**src/rtl/median_frame_ctrl.sv**
```systemverilog
// Frame sequencer for the streaming median filter: reads one frame from a
// synchronous-read source memory, streams it into the filter one pixel per
// clock, and writes the aligned filter outputs to a destination memory.
module median_frame_ctrl #(
    parameter int WIDTH      = 256,
    parameter int HEIGHT     = 256,
    parameter int OUT_OFFSET = 2*WIDTH+2,
    parameter int ADDR_W     = 16
) (
    input  logic              clk,
    input  logic              rst,
    input  logic              start,
    input  logic              abort,
    output logic              busy,
    output logic              done,
    output logic              rd_en,
    output logic [ADDR_W-1:0] rd_addr,
    input  logic [7:0]        rd_data,
    output logic [7:0]        filt_pixel_in,
    input  logic [7:0]        filt_pixel_out,
    output logic              wr_en,
    output logic [ADDR_W-1:0] wr_addr,
    output logic [7:0]        wr_data,
    output logic              wr_border,
    output logic [31:0]       cycle_count
);

    localparam int N     = WIDTH * HEIGHT;
    // Two spare bits so the run counter can reach N+1 without wrapping.
    localparam int CW    = ADDR_W + 2;
    localparam int COL_W = $clog2(WIDTH);

    localparam logic [CW-1:0]    RD_END     = CW'(N);
    localparam logic [CW-1:0]    LAST_CYC   = CW'(N + 1);
    localparam logic [CW-1:0]    PIX_FIRST  = CW'(1);
    // Pixel j reaches the filter in cycle j+2, so output m is due in cycle m+OUT_OFFSET+2.
    localparam logic [CW-1:0]    WR_FIRST   = CW'(OUT_OFFSET + 2);
    localparam logic [COL_W-1:0] COL_MAX    = COL_W'(WIDTH - 1);
    localparam logic [COL_W-1:0] COL_BORDER = COL_W'(WIDTH - 2);

    typedef enum logic [1:0] {
        IDLE,
        RUN,
        DONE
    } state_t;

    state_t            state;
    state_t            state_next;
    logic [CW-1:0]     cyc;
    logic [COL_W-1:0]  col;
    logic              load_pixel;
    logic              last_run;
    logic [63:0]       run_total;

    assign last_run   = (state == RUN) && !abort && (cyc == LAST_CYC);
    assign run_total  = 64'(cyc) + 64'd1;
    // rd_data in cycle c holds source pixel c-1; register it into the filter for c = 1..N.
    assign load_pixel = (state == RUN) && !abort && (cyc >= PIX_FIRST) && (cyc <= RD_END);

    // State register.
    // NOTE: sequential state always uses non-blocking assignments so every
    // register samples the pre-edge values of its inputs.
    always_ff @(posedge clk or posedge rst) begin
        if (rst) state <= IDLE;
        else     state <= state_next;
    end

    // Next-state decode and combinational outputs derived from state and run counter.
    // NOTE: every output gets a default first so no path leaves one unassigned,
    // which would otherwise infer a latch.
    always_comb begin
        state_next = state;
        busy       = 1'b0;
        done       = 1'b0;
        rd_en      = 1'b0;
        rd_addr    = '0;
        wr_en      = 1'b0;
        wr_addr    = '0;
        wr_data    = '0;
        wr_border  = 1'b0;
        case (state)
            IDLE: begin
                if (start && !abort) state_next = RUN;
            end
            RUN: begin
                busy = 1'b1;
                if (cyc < RD_END) begin
                    rd_en   = 1'b1;
                    rd_addr = cyc[ADDR_W-1:0];
                end
                if (cyc >= WR_FIRST) begin
                    wr_en     = 1'b1;
                    wr_addr   = ADDR_W'(cyc - WR_FIRST);
                    wr_data   = filt_pixel_out;
                    wr_border = (col >= COL_BORDER);
                end
                if (abort)                 state_next = IDLE;
                else if (cyc == LAST_CYC)  state_next = DONE;
            end
            DONE: begin
                done       = 1'b1;
                state_next = IDLE;
            end
            default: state_next = IDLE;
        endcase
    end

    // Run cycle counter and output column counter; both restart outside RUN.
    always_ff @(posedge clk or posedge rst) begin
        if (rst) begin
            cyc <= '0;
            col <= '0;
        end else if (state != RUN) begin
            cyc <= '0;
            col <= '0;
        end else begin
            cyc <= cyc + 1'b1;
            if (wr_en) col <= (col == COL_MAX) ? '0 : col + 1'b1;
        end
    end

    // Filter input register: carries source pixels during the stream, zero otherwise.
    always_ff @(posedge clk or posedge rst) begin
        if (rst)             filt_pixel_in <= 8'h00;
        else if (load_pixel) filt_pixel_in <= rd_data;
        else                 filt_pixel_in <= 8'h00;
    end

    // Latch the busy-cycle total, saturating, when a frame completes normally.
    always_ff @(posedge clk or posedge rst) begin
        if (rst) begin
            cycle_count <= '0;
        end else if (last_run) begin
            cycle_count <= (run_total > 64'h0000_0000_FFFF_FFFF) ? 32'hFFFF_FFFF : run_total[31:0];
        end
    end

endmodule

```
**config.mk**
```make
export PLATFORM = sky130hd
export DESIGN_NAME = median_frame_ctrl
export DESIGN_NICKNAME = d
export VERILOG_FILES = /design/src/rtl/median_frame_ctrl.sv
export SDC_FILE = /design/constraint.sdc
export NUM_CORES = 1
export LEC_CHECK = 0
export ABC_AREA = 1
export BUFFER_PORTS_ARGS = -buffer_cell sky130_fd_sc_hd__clkbuf_2
export CORE_MARGIN = 2
export CORE_UTILIZATION = 40
export CTS_CLUSTER_SIZE = 25
export DETAILED_ROUTE_END_ITERATION = 10
export GPL_TIMING_DRIVEN = 0
export SYNTH_ARGS = -nofsm -noshare
export SYNTH_HDL_FRONTEND = slang
export SYNTH_SLANG_ARGS = --single-unit
export TNS_END_PERCENT = 30
```
**constraint.sdc**
```tcl
create_clock -name clk -period 3.8 [get_ports clk]
set_input_delay 0.38 -clock clk [delete_from_list [all_inputs] [get_ports clk]]
set_output_delay 0.38 -clock clk [all_outputs]
set_load 0.01 [all_outputs]
```
==> out/metrics.cfg, run 1 <==
[grt]
grt_use_total_pct = 17.0
grt_pass1_vias = 2833
grt_overflow_total = 0
grt_antenna_before_repair = 0
grt_max_degree = 43
grt_pass1_wl_mm = 13.4

[synthesis]
synth_adder_area_share_pct = 3.63
muxShareOfSynthArea_pct = 0
ys.flop_type = dfrtp_1
synth_compound_gate_area_share_pct = 3.05
syn_inst = 465
ys_ff_latch = 55
synth_xor_area_share_pct = 3.81
synth_top_family_by_area = simple AND/OR/NAND/NOR gates
synthArstFlopShare_pct = 100
yosysWarnings = 0
synth-edff-count = 0
syn_avg_cell_area_um2 = 7.42
synthSimpleGateAreaFrac_pct = 36.7
synth_seq_area_share_pct = 39.9
mappedNetlistArea_mm2 = 0.00345
synth.distinct_cells = 34

[route]
wl_per_cell_um = 11.7
postRouteAntennaNets = 0
num_vias = 3139
drt_iter0_drc = 125
vias_per_cell = 4.60
drt_wl_total_mm = 8.02
drcViolationCount = 0
first_pass_iters = 4

[worst_setup_path]
critPathKind = flip-flop to output port
worstPathCellList = inv_1 > ha_1 > inv_1 > nor2_2 > nand2_2 > nand2_4 > nand3_4 > nand2_4 > buf_8 > nor2_2 > clkbuf_2
crit_path_start_kind = flip-flop
cpPeakStageDelay_ns = 0.47
critPathCaptureType = output port
critPathMaxFanout = 10
crit_path_top_delay_cell = dfrtp_1
critical_path_required_ns = 3.42
arrival_ns = 2.16

[timing]
slew_violations = 0
post-route-min-period_ns = 2.54
setup_viol = 0
slew_headroom_pct = 65.5
rsz0062_at_grt = no
post-route-period-util_pct = 66.8
skew_ns = 0.00954
final_hold_viol_count = 0
final.setup.tns_ns = 0
clock.fmax_mhz = 394
whs_ns = 0.240
tightestPinTransition_ns = 0.518

[floorplanning]
ios = 105
start_util_pct = 41.6
core_area_mm2 = 0.00830
rows = 33
die_y_um = 96.9
dieArea_mm2 = 0.00938
die_x_um = 96.9

[pwr]
p_leak_nw = 2.45
irDropWorstVdd_mv = 0.182
power_frac_clock_pct = 31.5
power.density_mw_per_mm2 = 261
power.net_switching_uw = 310
power.total_mw = 1.10
swShare_pct = 28.3
seq_power_share_pct = 55.5
combPwrFrac_pct = 13.0
internal-power_uw = 786

[clock_tree]
cts_root_buf = clkbuf_8
clock_latency_ns = 0.31
cts_tree = yes
numClockSinks = 55
cts_resized = 0
cts_buffer_depth = 2
htreeDepth = 2
cts_made_buffers = 5
postCtsSetupBuffers = 0
postCtsHoldBufs = 1
cts.clk_slew.worst_paths_ns = 0.11

[cells_and_area]
fin_nets = 607
seq_area_mm2 = 0.00138
final_core_util_pct = 50.7
area.growth.synth_to_final_pct = 22.0
final_cells = 683
num-fill-cells = 857
drive_above_1_share_pct = 29.1
n_antenna_cell = 0
multi_input_area_mm2 = 0.00168

[run_status]
status = finished clean

[placed_design]
io_buffers = 91
dp_hpwl_mm = 6.24
gp_congestion = 0.836
placedCellCount = 674

[min_path]
hp-class = input pin to flip-flop

[run]
drv_cap = 0

## worst paths after layout
check | endpoint | cells past startpoint | slack (ns) | startpoint
max in group asynchronous | cyc[5] | 4 | 2.71 | rst
worst max-delay path | wr_addr[14] | 11 | 1.26 | cyc[2]
worst min-delay path | filt_pixel_in[7] | 3 | 0.24 | rd_data[7]
worst min register to register | cycle_count[16] | 1 | 0.49 | cycle_count[16]
worst max register to register | filt_pixel_in[5] | 9 | 1.96 | cyc[2]
min in group asynchronous | filt_pixel_in[6] | 3 | 0.56 | rst
## registers in the layout (all words and copies together) (netlist names)
register and flops:
col 8, filt_pixel_in 8, state 2, cyc 18, cycle_count 19
## worst max-delay path: cells and delay by family, from the launching register on
kind          cells  cell delay (ns)
buf+inv           4             0.52
simple gates      6             0.68
fa+ha+maj         1             0.18
flops             1             0.47
## layer usage
metal | wire length, um | GRT usage (%) | share of wire, %
met1 | 3790 | 23.9 | 47
met2 | 3730 | 27.7 | 46
met3 | 463 | 3.18 | 5.8
met4 | 45 | 2.93 | 0.56
met5 | 0 | 0 | 0
## final cells by class
type	instances	area share, %
sequential	55	32.7
buffer	23	4.16
clock buffer	5	1.64
timing repair buffer	93	11.5
inverter	71	6.33
tap	105	3.12
multi-input combinational	328	39.8
clock inverter	3	0.654
## through the flow
step | worst slack, ns | area (um2)
2_1_floorplan | 1.92 | 3490
3_3_place_gp | 1.34 | 4080
3_5_place_dp | 1.60 | 4100
4_1_cts | 1.24 | 4210
5_1_grt | 1.09 | 4210
6_report | 1.26 | 4210
## kinds of logic (layout without fill, tap and decap cells)
family,after synthesis,after routing
xor+xnor,15,15
other cells,1,13
compound gates,20,20
simple gates,270,270
flops,55,55
fa+ha+maj,10,10
buf+inv,94,195
## power groups by stage
stage / clock network [mW] / logic, mW / registers [mW]
2_1_floorplan: 0 / 0.0886 / 0.624
3_3_place_gp: 0 / 0.141 / 0.620
4_1_cts: 0.357 / 0.146 / 0.609
5_1_grt: 0.377 / 0.162 / 0.611
3_5_place_dp: 0 / 0.145 / 0.620
6_report: 0.345 / 0.143 / 0.608
## Yosys cell counts, drive strengths merged (2+ instances only)
master | count | area (um2)
nor2 | 123 | 567
nand2 | 93 | 384
inv | 70 | 263
dfrtp | 55 | 1380
nand3 | 36 | 193
buf | 20 | 164
xor2 | 13 | 114
a21oi | 10 | 50.1
ha | 10 | 125
nor3 | 8 | 56.3
o21ai | 8 | 40.0
nand4 | 4 | 25.0
clkbuf | 3 | 11.3
nand3b | 3 | 22.5
xnor2 | 2 | 17.5
## layout by cell type, fill, tap and decap left out, types with 2 or more instances in the layout
cell | Yosys | final
inv_2 | 5 | 6
xor2_1 | 13 | 13
nand3b_1 | 3 | 3
nand4_1 | 4 | 4
clkbuf_1 | 3 | 3
nand2_4 | 3 | 3
buf_6 | 3 | 3
ha_1 | 10 | 10
clkbuf_2 | 0 | 91
nor2_1 | 93 | 93
nand3_1 | 35 | 35
o21ai_1 | 6 | 6
nor2_2 | 24 | 24
inv_1 | 65 | 64
xnor2_1 | 2 | 2
o21ai_0 | 2 | 2
nand2_2 | 5 | 5
buf_2 | 2 | 2
conb_1 | 1 | 13
nor3_1 | 6 | 6
a21oi_1 | 10 | 10
nor2_4 | 6 | 6
dfrtp_1 | 55 | 55
buf_4 | 14 | 14
clkbuf_8 | 0 | 5
nand2_1 | 85 | 85
(Power assumes the default switching activity.)
==> inputs of run 2 (changes only) <==
ABC_AREA = 0   (was 1)
PLACE_DENSITY = 0.65   (was unset)
clock period = 2.5 ns   (was 3.8 ns; I/O delays follow)
==> run 2 against run 1 <==
  * The run now ends with negative setup slack left
  * Critical path depth shrank 3
  * Wire length rose by 5.4%
  * Core utilization grew 3.0 points
  * First-iteration DRC count decreased by 11%
  * Non-clock buffer count increased by 31
  * Register-to-register slack got worse by 1.7 ns
  * Synthesized area fell by 4.7%
  * Combinational power is 8% higher
  * Highest routed layer unchanged
==> out/metrics.cfg, run 2 <==
[route]
postRouteAntennaNets = 0  ; unchanged
wl_per_cell_um = 14.2  ; +21%
num_vias = 2948  ; -6.1%
drt_iter0_drc = 111  ; -11%
drt_wl_total_mm = 8.46  ; +5.4%
first_pass_iters = 4  ; unchanged
vias_per_cell = 4.96  ; +8.0%
drcViolationCount = 0  ; unchanged

[clock_tree]
cts_tree = yes
cts_made_buffers = 5  ; unchanged
numClockSinks = 55  ; unchanged
cts.clk_slew.worst_paths_ns = 0.11  ; about the same
clock_latency_ns = 0.32  ; about the same
cts_root_buf = clkbuf_8
cts_buffer_depth = 2  ; unchanged
htreeDepth = 2  ; unchanged

[worst_setup_path]
arrival_ns = 2.41  ; +0.25 ns
critPathCaptureType = output port
ff2ff_setup_slack_ns = 0.24  ; -1.72 ns
critical_path_required_ns = 2.25  ; -1.17 ns
reg2reg_to = filt_pixel_in[3]
crit_path_top_delay_cell = or4_4
critPathKind = flip-flop to output port
worstPathCellList = buf_6 > or4_4 > o31a_1 > o21ai_4 > buf_12 > clkinvlp_4 > and2_1 > clkbuf_2
r2r_start = cyc[6]
reg2regPathDepth = 6  ; -3
critPathMaxFanout = 9  ; -1
critPathTopFamily = simple AND/OR/NAND/NOR gates
crit_path_start_kind = flip-flop
cp_num_buf_inv = 4  ; unchanged
cpPeakStageDelay_ns = 0.50  ; +0.03 ns

[floorplanning]
ios = 105  ; unchanged
core_area_mm2 = 0.00809  ; -2.5%
start_util_pct = 40.6  ; -0.93 points
rows = 33  ; unchanged
dieArea_mm2 = 0.00896  ; -4.5%
die_y_um = 94.7  ; -2.3%
die_x_um = 94.7  ; -2.3%

[placed_design]
dp_hpwl_mm = 6.02  ; -3.4%
gp_congestion = 0.878  ; +4.9%
io_buffers = 91  ; unchanged
placedCellCount = 565  ; -16%

[grt]
grt_overflow_total = 0  ; unchanged
grt_pass1_wl_mm = 13.9  ; +3.3%
grt_use_total_pct = 19.8  ; +2.9 points
grt_antenna_before_repair = 0  ; unchanged
grt_max_degree = 31  ; -28%
grt_pass1_vias = 2815  ; -0.64%

[pwr]
power.density_mw_per_mm2 = 390  ; +50%
p_leak_nw = 2.24  ; -8.3%
irDropWorstVdd_mv = 0.274  ; +50%
power.total_mw = 1.69  ; +54%

[timing]
final.setup.tns_ns = -3.33  ; -3.33 ns
slew_violations = 0  ; unchanged
skew_ns = 0.0158  ; +0.00622 ns
whs_ns = 0.106  ; -0.133 ns
rsz0062_at_grt = yes
tightestPinTransition_ns = 0.767  ; +0.250 ns
final_hold_viol_count = 0  ; unchanged
post-route-min-period_ns = 2.66
clock.fmax_mhz = 375
slew_headroom_pct = 48.4  ; -17 points
worst_slack_ns = -0.164  ; -1.42 ns
setup_viol = 25  ; +25
post-route-period-util_pct = 107

[cells_and_area]
num-fill-cells = 782  ; -8.8%
drive_above_1_share_pct = 37.4  ; +8.4 points
largest_registers = cycle_count (19), cyc (18)
final_core_util_pct = 53.7  ; +3.0 points
largest_register_ffs = 19  ; unchanged
area.growth.synth_to_final_pct = 32.1
final_cell_mix = clkbuf_2, dfrtp_1, buf_4, nor2_1, nor3_1
final_common_cell = clkbuf_2
fin_nets = 518  ; -15%
n_antenna_cell = 0  ; unchanged
regMostFlops = cycle_count
final_cells = 594  ; -13%

[synthesis]
syn_inst = 356  ; -23%
synth_xor_area_share_pct = 5.06  ; +1.3 points
synth-edff-count = 0  ; unchanged
synth_area_leaders = dfrtp_1, nor2_1, ha_1
synth.distinct_cells = 55  ; +62%
yosys.area.top_type = dfrtp_1
synth_seq_area_share_pct = 41.9  ; +2.0 points
syn_avg_cell_area_um2 = 9.24  ; +25%
ys.flop_type = dfrtp_1
mappedNetlistArea_mm2 = 0.00329  ; -4.7%
ys_ff_latch = 55  ; unchanged
yosysMostFrequentCell = dfrtp_1
ys_top_cells_by_count = dfrtp_1, nor2_1, inv_1
yosysWarnings = 0  ; unchanged
yosysTopAreaCellShare_pct = 41.9  ; +2.0 points
synthSimpleGateAreaFrac_pct = 28.3  ; -8.4 points
synth_top_family_by_area = simple AND/OR/NAND/NOR gates
synth_adder_area_share_pct = 3.81  ; +0.18 points
synth_compound_gate_area_share_pct = 8.33  ; +5.3 points
synthArstFlopShare_pct = 100  ; unchanged
muxShareOfSynthArea_pct = 3.12  ; +3.1 points

[min_path]
hp-class = input pin to flip-flop
whs_path_depth = 3  ; unchanged
worstHoldStart = rd_data[5]
hold-path-endpoint = filt_pixel_in[5]

[run_status]
status = complete, but fails checks
failed_checks = negative setup slack

[run]
drv_cap = 0  ; unchanged

[run 2: changes by cell type after synthesis, sizes merged, moves of 14 or more]
cell   change
nor3      +14
inv       -46
nand2     -74
nor2      -86
nand3     -28
and2      +18
nor4      +15
[run 2: layout make-up]
type / instances / area (um2) / area share, %
plain buffers: 30 / 206 / 4.75
clock buffers: 5 / 68.8 / 1.58
clock inverters: 3 / 50.0 / 1.15
inverters: 25 / 93.8 / 2.16
multi-input cells: 253 / 1700 / 39.2
flip-flops and latches: 55 / 1380 / 31.8
well taps: 105 / 131 / 3.03
repair buffers: 117 / 702 / 16.2
repair inverters: 1 / 7.51 / 0.173
[run 2: worst max-delay path by stage]
stage	end	start	depth (start not counted)	slack (ns)
after detailed placement	wr_addr[2]	cyc[2]	9	-0.21
after global placement	wr_addr[2]	cyc[2]	9	-0.23
after global routing	wr_data[6]	cyc[6]	8	-0.25
after floorplan	wr_data[0]	cyc[6]	6	0.28
final	wr_data[4]	cyc[6]	8	-0.16
after CTS	wr_data[6]	cyc[12]	9	-0.11
[run 2: tightest hold or removal path: cells and delay by family]
| family | cells | cell delay [ns] |
|---|---|---|
| buffers and inverters | 2 | 0.12 |
| and+or+nand+nor | 1 | 0.04 |
[run 2: routing by layer]
metal	GRT usage, %	wire (um)	part of all wire [%]	vias up
li1	-	-	-	1450
met1	27.9	3780	45	1405
met2	31.4	4110	49	78
met3	2.47	409	4.8	15
met4	7.25	163	1.9	0
met5	0	0	0	-
[run 2: power breakdown]
part / leakage (nW) / switching, mW / internal (mW)
Combinational: 1.45 / 0.0949 / 0.0598
Clock: 0.0607 / 0.327 / 0.310
Sequential: 0.738 / 0.00419 / 0.897
Total: 2.24 / 0.426 / 1.27
[run 2: stage by stage]
step	worst slack (ns)	instance area, um2
6_report	-0.164	4340
5_1_grt	-0.246	4340
4_1_cts	-0.110	4320
3_5_place_dp	-0.213	3940
3_3_place_gp	-0.229	3920
2_1_floorplan	0.278	3330
[run 2: logic make-up (layout without fill, tap and decap cells)]
family	Yosys count	count (layout)
other	1	13
AO/OA/AOI/OAI	36	36
multiplexers	10	10
AND/OR/NAND/NOR	165	165
adder cells (fa/ha/maj)	10	10
buffers and inverters	60	181
XOR/XNOR	19	19
flip-flops	55	55
[run 2: repair_timing]
| item | 4_1_cts | 5_1_grt |
|---|---|---|
| setup buffers | 21 | 2 |
| resized for setup | 28 | 6 |
| pin swaps | 11 | 1 |
| hold buffers | 1 | 0 |
| endpoints found under the setup margin | 26 | 27 |
| hold endpoints to repair | 25 | 0 |
| gates cloned | 2 | 0 |
